$ cat config.mk
export PLATFORM = sky130hd
export DESIGN_NAME = mem_req_arbiter
export DESIGN_NICKNAME = d
export VERILOG_FILES = /design/src/rtl/mem_arb_pkg.sv /design/src/rtl/mem_arb_pick.sv /design/src/rtl/mem_req_arbiter.sv
export SDC_FILE = /design/constraint.sdc
export NUM_CORES = 1
export LEC_CHECK = 0
export CORE_AREA = 3 3 107 109
export CTS_CLUSTER_DIAMETER = 30
export DETAILED_ROUTE_END_ITERATION = 8
export DIE_AREA = 0 0 110 112
export GPL_TIMING_DRIVEN = 1
export PLACE_DENSITY = 0.7
export SYNTH_ARGS = -nofsm -noshare
export SYNTH_HDL_FRONTEND = slang
export SYNTH_SLANG_ARGS = --single-unit
$ cat constraint.sdc
create_clock -name clk -period 1.85 [get_ports clk]
set_input_delay 0.185 -clock clk [delete_from_list [all_inputs] [get_ports clk]]
set_output_delay 0.185 -clock clk [all_outputs]
set_load 0.03 [all_outputs]
$ cat src/rtl/mem_arb_pkg.sv
// rtl/mem_arb_pkg.sv - shared encodings for the memory request arbiter
package mem_arb_pkg;

    localparam int STREAK_WD = 4;

    typedef enum logic [1:0] {
        IDLE = 2'd0,
        LOCK = 2'd1,
        RESP = 2'd2
    } state_t;

    typedef enum logic [1:0] {
        NONE = 2'd0,
        INST = 2'd1,
        DATA = 2'd2
    } owner_t;

endpackage

$ cat src/rtl/mem_arb_pick.sv
// rtl/mem_arb_pick.sv - IF/data winner selection with anti-starvation streak counter
module mem_arb_pick
    import mem_arb_pkg::*;
#(
    parameter int STARVE_LIMIT = 4
) (
    input  logic       clk,
    input  logic       rst,
    input  logic       inst_valid_i,
    input  logic       data_valid_i,
    input  logic       accept_i,
    input  logic       accept_inst_i,
    output logic [1:0] winner_o
);

    localparam logic [STREAK_WD-1:0] LIMIT = STREAK_WD'(STARVE_LIMIT);

    logic [STREAK_WD-1:0] streak_q, streak_d;

    always_comb begin
        winner_o = NONE;
        if (inst_valid_i && data_valid_i) begin
            winner_o = (streak_q == LIMIT) ? INST : DATA;
        end else if (data_valid_i) begin
            winner_o = DATA;
        end else if (inst_valid_i) begin
            winner_o = INST;
        end
    end

    // Streak only grows while IF is actually waiting behind a data grant.
    always_comb begin
        streak_d = streak_q;
        if (accept_i) begin
            if (accept_inst_i || !inst_valid_i) begin
                streak_d = '0;
            end else if (streak_q < LIMIT) begin
                streak_d = streak_q + 1'b1;
            end
        end
    end

    always_ff @(posedge clk or posedge rst) begin
        if (rst) begin
            streak_q <= '0;
        end else begin
            streak_q <= streak_d;
        end
    end

endmodule

$ cat src/rtl/mem_req_arbiter.sv
// rtl/mem_req_arbiter.sv - shares one cache request port between IF and data requesters
module mem_req_arbiter
    import mem_arb_pkg::*;
#(
    parameter int STARVE_LIMIT = 4
) (
    input  logic        clk,
    input  logic        rst,
    input  logic        Inst_Req_Valid,
    input  logic [31:0] PC,
    output logic        Inst_Req_Ready,
    output logic [31:0] Instruction,
    output logic        Inst_Valid,
    input  logic        Inst_Ready,
    input  logic [31:0] Address,
    input  logic        MemRead,
    input  logic        MemWrite,
    input  logic [31:0] Write_data,
    input  logic [3:0]  Write_strb,
    output logic        Mem_Req_Ready,
    output logic [31:0] Read_data,
    output logic        Read_data_Valid,
    input  logic        Read_data_Ready,
    output logic [31:0] m_Address,
    output logic        m_MemRead,
    output logic        m_MemWrite,
    output logic [31:0] m_Write_data,
    output logic [3:0]  m_Write_strb,
    input  logic        m_Req_Ready,
    input  logic [31:0] m_Read_data,
    input  logic        m_Read_data_Valid,
    output logic        m_Read_data_Ready
);

    state_t     state_q, state_d;
    owner_t     owner_q, owner_d;
    owner_t     grant;
    owner_t     winner;
    logic [1:0] winner_raw;
    logic       data_valid;
    logic       accept;

    assign data_valid = MemRead | MemWrite;
    assign winner     = owner_t'(winner_raw);

    mem_arb_pick #(
        .STARVE_LIMIT (STARVE_LIMIT)
    ) u_pick (
        .clk           (clk),
        .rst           (rst),
        .inst_valid_i  (Inst_Req_Valid),
        .data_valid_i  (data_valid),
        .accept_i      (accept),
        .accept_inst_i (grant == INST),
        .winner_o      (winner_raw)
    );

    // rst gates the grant so the request side goes quiet the moment reset rises.
    always_comb begin
        grant = NONE;
        if (!rst) begin
            case (state_q)
                IDLE:    grant = winner;
                LOCK:    grant = owner_q;
                default: grant = NONE;
            endcase
        end
    end

    always_comb begin
        m_Address    = '0;
        m_MemRead    = 1'b0;
        m_MemWrite   = 1'b0;
        m_Write_data = '0;
        m_Write_strb = '0;
        if (grant == INST) begin
            m_Address = PC;
            m_MemRead = 1'b1;
        end else if (grant == DATA) begin
            m_Address    = Address;
            m_MemRead    = MemRead & ~MemWrite;
            m_MemWrite   = MemWrite;
            m_Write_data = Write_data;
            m_Write_strb = Write_strb;
        end
    end

    assign accept         = m_Req_Ready && (grant != NONE);
    assign Inst_Req_Ready = m_Req_Ready && (grant == INST);
    assign Mem_Req_Ready  = m_Req_Ready && (grant == DATA);

    always_comb begin
        Instruction       = '0;
        Inst_Valid        = 1'b0;
        Read_data         = '0;
        Read_data_Valid   = 1'b0;
        m_Read_data_Ready = 1'b0;
        if (state_q == RESP) begin
            if (owner_q == INST) begin
                Instruction       = m_Read_data;
                Inst_Valid        = m_Read_data_Valid;
                m_Read_data_Ready = Inst_Ready;
            end else if (owner_q == DATA) begin
                Read_data         = m_Read_data;
                Read_data_Valid   = m_Read_data_Valid;
                m_Read_data_Ready = Read_data_Ready;
            end
        end
    end

    always_comb begin
        state_d = state_q;
        owner_d = owner_q;
        case (state_q)
            IDLE, LOCK: begin
                if (grant != NONE) begin
                    if (accept) begin
                        state_d = m_MemRead ? RESP : IDLE;
                        owner_d = m_MemRead ? grant : NONE;
                    end else begin
                        state_d = LOCK;
                        owner_d = grant;
                    end
                end
            end
            RESP: begin
                if (m_Read_data_Valid && m_Read_data_Ready) begin
                    state_d = IDLE;
                    owner_d = NONE;
                end
            end
            default: begin
                state_d = IDLE;
                owner_d = NONE;
            end
        endcase
    end

    always_ff @(posedge clk or posedge rst) begin
        if (rst) begin
            state_q <= IDLE;
            owner_q <= NONE;
        end else begin
            state_q <= state_d;
            owner_q <= owner_d;
        end
    end

    a_rw_exclusive: assert property (@(posedge clk) disable iff (rst)
        !(MemRead && MemWrite))
        else $error("MemRead and MemWrite asserted together");

    a_lock_inst_held: assert property (@(posedge clk) disable iff (rst)
        (state_q == LOCK && owner_q == INST) |-> Inst_Req_Valid)
        else $error("IF request dropped while locked");

    a_lock_data_held: assert property (@(posedge clk) disable iff (rst)
        (state_q == LOCK && owner_q == DATA) |-> data_valid)
        else $error("data request dropped while locked");

endmodule
Word-level counts from Yosys, hierarchy flattened

Index checks and enable logic that the tools add are counted.

Bits in registers: 8
Input port bits: 141
Logic and storage cells: 70

Add/subtract/negate cells: 1
$lt $le $gt $ge: 1
Equal/unequal tests: 9
Muxes and demuxes: 40
Bitwise logic cells: 3
Reduce and logical (&&, ||, !) cells: 13

Operator list:

| operator              | number |
|---|---|
| $mux W32              | 9 |
| $mux W2               | 11 |
| $mux W4               | 4 |
| $mux W1               | 13 |
| $pmux W2 S2           | 3 |
| $eq A2 B1 Y1 const B  | 3 |
| $eq A2 B2 Y1 const B  | 3 |
| $logic_and A1 B1 Y1   | 5 |
| $add A4 B1 Y4 const B | 1 |
| $eq A4 B3 Y1 const B  | 1 |
| $lt A4 B3 Y1 const B  | 1 |
| $reduce_and A2 Y1     | 2 |
| $reduce_bool A2 Y1    | 2 |
| $logic_not A2 Y1      | 1 |
| $ne A2 B1 Y1 const B  | 1 |
| $ne A2 B2 Y1 const B  | 1 |
| $reduce_or A2 Y1      | 1 |
| $and A1 B1 Y1         | 1 |
| $logic_not A1 Y1      | 1 |
| $logic_or A1 B1 Y1    | 1 |
| $not A1 Y1            | 1 |
| $or A1 B1 Y1          | 1 |

Logic depth before layout (Yosys ltp)

Gate-level depths: netlist of run 1.

Depth after elaboration: 12
Mapped depth: 8
Mapped depth without buffers: 6

Hierarchy

Synthesis of run 1 repeated with hierarchy kept, for this count alone.

Cells, all modules: 214
Area, all modules: 1646.6 um2

Modules (own cells, without submodules):

| module          | times used | cells each | area each (um2) | sequential area each (um2) |
|---|---|---|---|---|
| mem_req_arbiter | 1          | 190        | 1408.9          | 100.1 |
| mem_arb_pick    | 1          | 24         | 237.7           | 100.1 |

Worst setup path before layout of run 1

OpenSTA, ideal clock, no wires.

Path type: register to output
Start: reg u_pick.streak_q[0]
End: out m_Address[29]
Data arrival time: 1994 ps
Required time: 1665 ps
Path slack: -329 ps
Stages on the path, launching flop included: 9
Buffers on the path: 2
Cell sequence: dfrtp_1 -> inv_1 -> ha_1 -> and3b_1 -> a311oi_4 -> and3_1 -> buf_4 -> buf_4 -> a22o_1

Longest elaborated chain between the ends: 8
Elaborated cells on any way between the ends: 9
Those cells by class: 3 x eq/ne; 6 x mux

RTL lines:

| item                   | RTL line              | source |
|---|---|---|
| from (decl)            | mem_arb_pick.sv:18    | `logic [STREAK_WD-1:0] streak_q, streak_d;` |
| from (signal assigned) | mem_arb_pick.sv:47    | `streak_q <= streak_d;` |
| $eq A4 B3 Y1 (*)       | mem_arb_pick.sv:23    | `winner_o = (streak_q == LIMIT) ? INST : DATA;` |
| $mux W2 (*)            | mem_arb_pick.sv:23    |  |
| $mux W2 (*)            | mem_arb_pick.sv:22    | `if (inst_valid_i && data_valid_i) begin` |
| $pmux W2 S2 (*)        | mem_req_arbiter.sv:62 | `case (state_q)` |
| $mux W2 (*)            | mem_req_arbiter.sv:61 | `if (!rst) begin` |
| $eq A2 B2 Y1           | mem_req_arbiter.sv:79 | `end else if (grant == DATA) begin` |
| $mux W32               | mem_req_arbiter.sv:79 |  |
| $mux W32 (*)           | mem_req_arbiter.sv:76 | `if (grant == INST) begin` |
| to (decl)              | mem_req_arbiter.sv:24 | `output logic [31:0] m_Address,` |

Every way passes the cells marked *; elsewhere a longest branch is shown, timed or not.

Final worst setup path of run 1

Start: reg u_pick.streak_q[1]
End: out m_Write_data[16]

Longest elaborated chain between the ends: 8
Elaborated cells on any way between the ends: 9
Those cells by class: 3 x eq/ne; 6 x mux

RTL lines:

| item             | RTL line              | source |
|---|---|---|
| $eq A4 B3 Y1 (*) | mem_arb_pick.sv:23    |  |
| $mux W2 (*)      | mem_arb_pick.sv:23    |  |
| $mux W2 (*)      | mem_arb_pick.sv:22    |  |
| $pmux W2 S2 (*)  | mem_req_arbiter.sv:62 |  |
| $mux W2 (*)      | mem_req_arbiter.sv:61 |  |
| $eq A2 B2 Y1     | mem_req_arbiter.sv:79 |  |
| $mux W32         | mem_req_arbiter.sv:79 |  |
| $mux W32 (*)     | mem_req_arbiter.sv:76 |  |
| to (decl)        | mem_req_arbiter.sv:27 | `output logic [31:0] m_Write_data,` |

Marks and branches as above.

==> results.cfg, run 1 <==
[status]
status = finished with violations
violations = negative setup slack

[route]
avgRoutedWirePerCell_um = 17.2
drc_errors = 0
routed_wl_um = 11500
ant_nets = 0
drt_first_pass_iters = 4
vias = 2974
vias_per_cell = 4.46
drtIter0Drc = 131

[sta]
fin_crit_sh_pct = 124
worst_pin_slew_ns = 0.359
fin_ws_ns = -0.443
setup_viol = 74
rsz0062_at_grt = yes
finClkSkew_ns = 0.00201
finalCriticalPeriod_ns = 2.29
hold_viol_final = 0
relSlewSlack_pct = 76.0
maxSlewViolCount = 0
clock.fmax_mhz = 436

[yosys]
synth_seq_area_share_pct = 12.1
avgSynthCellArea_um2 = 7.27
yosys_register_bits = 8
synthTopCellsByArea = and3_1 26%, a22o_1 17%, and2_1 15%, dfrtp_1 12%, clkbuf_1 3.4%
yosysTopAreaCell = and3_1
synth_nets = 371
synth.most_common_cell = and3_1
synth_cell_types = 35
ys_warn_count = 0
synth_top_area_share_pct = 25.7
syn_area_um2 = 1660
synthTopCellsByCount = 68 x and3_1, 39 x and2_1, 32 x a22o_1
synth_flop_cell = dfrtp_1
async_flop_share_pct = 100
synth-edff-count = 0
synthCells = 228

[clock_network]
cts_sinks = 8
cts_htree_levels = 1
tritoncts = yes
clkSlewWorstSetupHoldPaths_ns = 0.04
clockBufferDepth = 2
cts_root_buf = clkbuf_8
ctsHoldBuffers = 0
clkLatencyLatePin_ns = 0.23
cts_made_buffers = 3

[finish]
final_design_area_no_fill_um2 = 5350
final_core_util_pct = 50.0
area_growth_syn_to_layout_pct = 223
nets = 672
fin_cells = 667
antennaDiodeCount = 0
drive_above_1_share_pct = 51.2

[worst_setup_path]
cp.required_ns = 1.66
cp_slowest_stage_delay_ns = 0.35
cp_slowest_cell = dfrtp_1
cp_cell_sequence = inv_2 -> ha_2 -> and3b_2 -> a311oi_4 -> and3_4 -> buf_12 -> clkbuf_16 -> and2_4 -> buf_6
crit_fanout = 5
critPathCaptureType = primary output
cp-start-kind = flop
arrival_ns = 2.11
critPathKind = reg -> out

[floorplan]
start_util_pct = 15.5
fp.coreArea_um2 = 10700
die_w_um = 110
die-area_um2 = 12300
rows = 38
die_h_um = 112
ios = 280

[grt]
grt_pass1_vias = 3031
grt_max_degree = 67
overflow = 0
grt_pass1_wl_um = 16100
grt_antenna_before_repair = 0
grt_use_total_pct = 16.5

[place]
portBuffers = 279
dp.cells = 648
dpl.hpwl_um = 8890
place.gp.congestion = 0.865
place_ws_ns = -0.351
placed_area_um2 = 4700

[worst_hold_path]
hold_class = in -> async

[power_and_ir_drop]
irDropWorstVdd_v = 0.000722
powerDensity_nw_per_um2 = 985
p_total_mw = 5.26
power.leakage_nw = 2.67

[run]
drv_cap = 0
-- metal layers --
metal / track usage, % / routed length, um / vias to the layer above
met5: 0 / 0 / -
met4: 2.91 / 126 / 0
met3: 5.22 / 1110 / 12
met2: 32.0 / 6210 / 135
met1: 17.1 / 4040 / 1374
li1: - / - / 1453
-- kinds of logic (layout without fill, tap and decap cells) --
group           Yosys count  count (layout)  synth area share [%]
simple gates            132             132                  49.3
compound gates           54              54                  26.7
buf+inv                  31             330                  9.67
flops                     8               8                  12.1
fa+ha+maj                 2               2                  1.51
mux                       1               1                 0.680
-- final cells by class --
class,instances,area (um2)
Sequential cell,8,200
Clock buffer,3,41.3
Timing Repair Buffer,321,3380
Fill cell,993,5350
Tap cell,140,175
Inverter,6,22.5
Multi-Input combinational cell,189,1520
-- timing repair --
| action | in CTS | in global routing |
|---|---|---|
| resized for setup | 72 | 12 |
| cloned | 4 | 4 |
| setup endpoints to repair | 73 | 79 |
| endpoints found under the hold margin | 0 | 0 |
| buffers inserted | 6 | 2 |
| pin swaps | 8 | 14 |
-- critical path, delay by kind of cell, from the launching register on --
| family | cells | cell delay [ns] |
|---|---|---|
| and+or+nand+nor | 3 | 0.65 |
| buffers and inverters | 4 | 0.46 |
| adders and majority gates | 1 | 0.16 |
| DFF | 1 | 0.35 |
| AOI/OAI and AO/OA | 1 | 0.24 |
-- registers in the layout (all words and copies together) (netlist names) --
name / cells
u_pick.streak_q: 4
owner_q: 2
state_q: 2
-- stage by stage --
step,setup TNS (ns),hold slack [ns]
after floorplan,-12.50,0.0137
after global placement,-20.18,0.402
after detailed placement,-24.11,0.408
after CTS,-29.79,0.169
after global routing,-37.31,0.201
final,-29.94,0.166
-- path summary, 6_finish.rpt --
kind,startpoint,endpoint,slack (ns),cells after the start
max in group asynchronous,rst,u_pick.streak_q[0]$_DFFE_PP0P_,1.36,3
min,rst,owner_q[1]$_DFFE_PP0P_,0.17,2
max,u_pick.streak_q[1]$_DFFE_PP0P_,m_Write_data[16],-0.44,9
min reg2reg,state_q[1]$_DFFE_PP0P_,state_q[0]$_DFFE_PP0P_,0.55,2
max reg2reg,u_pick.streak_q[1]$_DFFE_PP0P_,state_q[1]$_DFFE_PP0P_,-0.16,10
min in group clk,state_q[1]$_DFFE_PP0P_,state_q[0]$_DFFE_PP0P_,0.55,2
-- cells in the final DEF (no fill, tap or decap), drive strengths merged, types with 3 or more instances in the layout --
cell type        n
buf            177
clkdlybuf4s50  139
and3            68
and2            39
a22o            32
dfrtp            8
clkbuf           7
nor2             6
inv              6
nor2b            5
o21ai            5
a31oi            4
a21oi            3
nand2            3
-- where the power goes --
part | total [mW] | switching, mW | leakage (nW) | internal (mW)
Combinational | 4.76 | 2.21 | 2.55 | 2.55
Sequential | 0.294 | 0.0521 | 0.103 | 0.242
Clock | 0.212 | 0.0706 | 0.0216 | 0.141
Total | 5.26 | 2.33 | 2.67 | 2.93
(Power assumes the default switching activity.)
==> run 2: changes to the inputs <==
- CORE_AREA: 3 3 107 109 -> 4 4 108 110
- DIE_AREA: 0 0 110 112 -> 0 0 112 114
==> run 2 against run 1 <==
Against the previous run:
- the flow still finishes with violations (negative setup slack)
- sequential share of layout area about the same
- core utilization increased by 0.96 points
- die area increased by 3.6%
- cell count increased by 0.30%
- first-iteration DRC count increased by 9.9%
- clock skew increased by 0.0032 ns
- combinational power about the same
- via count increased by 0.57%
- design area increased by 1.9%
- maximum frequency increased by 0.33%
- critical endpoint is now m_Address[21]
- largest cell class unchanged
==> results.cfg, run 2 (same netlist as run 1, synthesis figures left out) <==
[status]
status = finished with violations
violations = negative setup slack

[worst_setup_path]
path_depth = 9
crit_path_end = m_Address[21]
critPathCaptureType = primary output
worst_r2r_endpoint = u_pick.streak_q[0]$_DFFE_PP0P_
cp_num_buf_inv = 4
rrSetupSlack_ns = -0.01
cp_top_family = simple AND/OR/NAND/NOR gates
cp.required_ns = 1.66
crit_fanout = 13
crit_path_frequent_cell = buf_12
arrival_ns = 2.10
cp-start-kind = flop
cp_slowest_stage_delay_ns = 0.36
critPathKind = reg -> out
r2r_cells = 10
cp_slowest_cell = dfrtp_1
cp_cell_sequence = inv_2 -> ha_2 -> and3b_2 -> a311oi_4 -> and3_4 -> buf_12 -> buf_12 -> a22o_2 -> buf_6
r2r-start = u_pick.streak_q[1]$_DFFE_PP0P_
crit_start = u_pick.streak_q[1]$_DFFE_PP0P_

[finish]
n_fill_cell = 961
nets = 674
final_core_util_pct = 50.9
final_cell_mix = 140 x clkdlybuf4s50_1, 84 x buf_4, 77 x buf_6
final_common_cell = clkdlybuf4s50_1
top_register = u_pick.streak_q
reg_top3 = u_pick.streak_q: 4 flops, owner_q: 2 flops, state_q: 2 flops
largest_reg_flops = 4
area_growth_syn_to_layout_pct = 229
antennaDiodeCount = 0
drive_above_1_share_pct = 51.8

[grt]
grt_use_total_pct = 16.3
grt_max_degree = 39
overflow = 0
grt_antenna_before_repair = 0
grt_pass1_vias = 2978
grt_pass1_wl_um = 16800

[floorplan]
die_h_um = 114
start_util_pct = 15.5
die-area_um2 = 12800
ios = 280
fp.coreArea_um2 = 10700
rows = 38
die_w_um = 112

[route]
drc_errors = 0
drtIter0Drc = 144
routed_wl_um = 11900
vias = 2991
vias_per_cell = 4.47
drt_first_pass_iters = 4
ant_nets = 0
avgRoutedWirePerCell_um = 17.8

[power_and_ir_drop]
power.leakage_nw = 2.73
p_total_mw = 5.27
irDropWorstVdd_v = 0.000671
powerDensity_nw_per_um2 = 966

[clock_network]
cts_htree_levels = 1
cts_root_buf = clkbuf_8
cts_sinks = 8
clkSlewWorstSetupHoldPaths_ns = 0.05
clockBufferDepth = 2
cts_made_buffers = 3
clkLatencyLatePin_ns = 0.23
ctsHoldBuffers = 0
tritoncts = yes

[run]
drv_cap = 0

[sta]
relSlewSlack_pct = 77.2
fin_crit_sh_pct = 124
setup_viol = 73
hold_viol_final = 0
maxSlewViolCount = 0
finClkSkew_ns = 0.00517
fin_ws_ns = -0.436
rsz0062_at_grt = yes
clock.fmax_mhz = 438
worst_pin_slew_ns = 0.341
finalCriticalPeriod_ns = 2.29

[place]
dpl.hpwl_um = 9240
portBuffers = 279
place.gp.congestion = 0.977

[worst_hold_path]
hold_class = in -> async
-- run 2: changes by cell type in the layout (fill, tap and decap cells not counted), sizes merged --
cell	previous run	this run
clkdlybuf4s50	139	140
buf	177	179
dlymetal6s2s	1	0
-- run 2: timing repair --
| action | CTS | global route |
|---|---|---|
| endpoints found under the setup margin | 73 | 89 |
| gates cloned | 2 | 6 |
| resized for setup | 83 | 34 |
| pin swaps | 3 | 20 |
| setup buffers | 4 | 5 |
-- run 2: worst min-delay path by stage --
| stage | start | to | slack [ns] | cells after the start |
|---|---|---|---|---|
| after floorplan | rst | owner_q[0]$_DFFE_PP0P_ | 0.01 | 1 |
| after global routing | rst | state_q[0]$_DFFE_PP0P_ | 0.37 | 3 |
| after detailed placement | state_q[1]$_DFFE_PP0P_ | state_q[0]$_DFFE_PP0P_ | 0.55 | 2 |
| after global placement | state_q[1]$_DFFE_PP0P_ | state_q[0]$_DFFE_PP0P_ | 0.54 | 2 |
| final | rst | state_q[0]$_DFFE_PP0P_ | 0.32 | 3 |
| after CTS | rst | state_q[0]$_DFFE_PP0P_ | 0.34 | 3 |
-- run 2: layout make-up --
class | count | area [um2] | share of cell area (%)
inverters | 6 | 22.5 | 0.413
well taps | 140 | 175 | 3.22
flip-flops and latches | 8 | 201 | 3.70
multi-input cells | 189 | 1630 | 30.0
repair buffers | 323 | 3370 | 61.9
clock buffers | 3 | 41.3 | 0.758
-- run 2: worst register-to-register path, delay by kind of cell (launching register included) --
kind	cells	cell delay, ns
compound gates	3	0.55
fa+ha+maj	1	0.16
buf+inv	5	0.48
flops	1	0.36
simple gates	1	0.22
-- run 2: where the power goes --
part	switching (mW)	internal, mW
Combinational	2.23	2.53
Sequential	0.0482	0.244
Clock	0.0749	0.142
Total	2.35	2.92
-- run 2: metrics by stage --
stage	setup TNS, ns	instance area (um2)	instances	worst slack (ns)	hold slack, ns
2_1_floorplan	-12.50	1820	228	-0.190	0.0137
3_5_place_dp	-25.01	4680	651	-0.368	0.551
5_1_grt	-33.23	5450	669	-0.493	0.372
4_1_cts	-28.24	5130	660	-0.436	0.341
3_3_place_gp	-22.55	4680	651	-0.320	0.536
6_report	-28.02	5450	669	-0.436	0.324
-- run 2: per-layer routing --
metal  vias up  GRT usage (%)  routed length, um  part of all wire [%]
met3         8           4.40               1020                   8.5
met2       141           31.3               6480                    54
met4         0           2.24                101                  0.85
met1      1389           18.4               4340                    36
li1       1453              -                  -                     -
met5         -              0                  0                     0
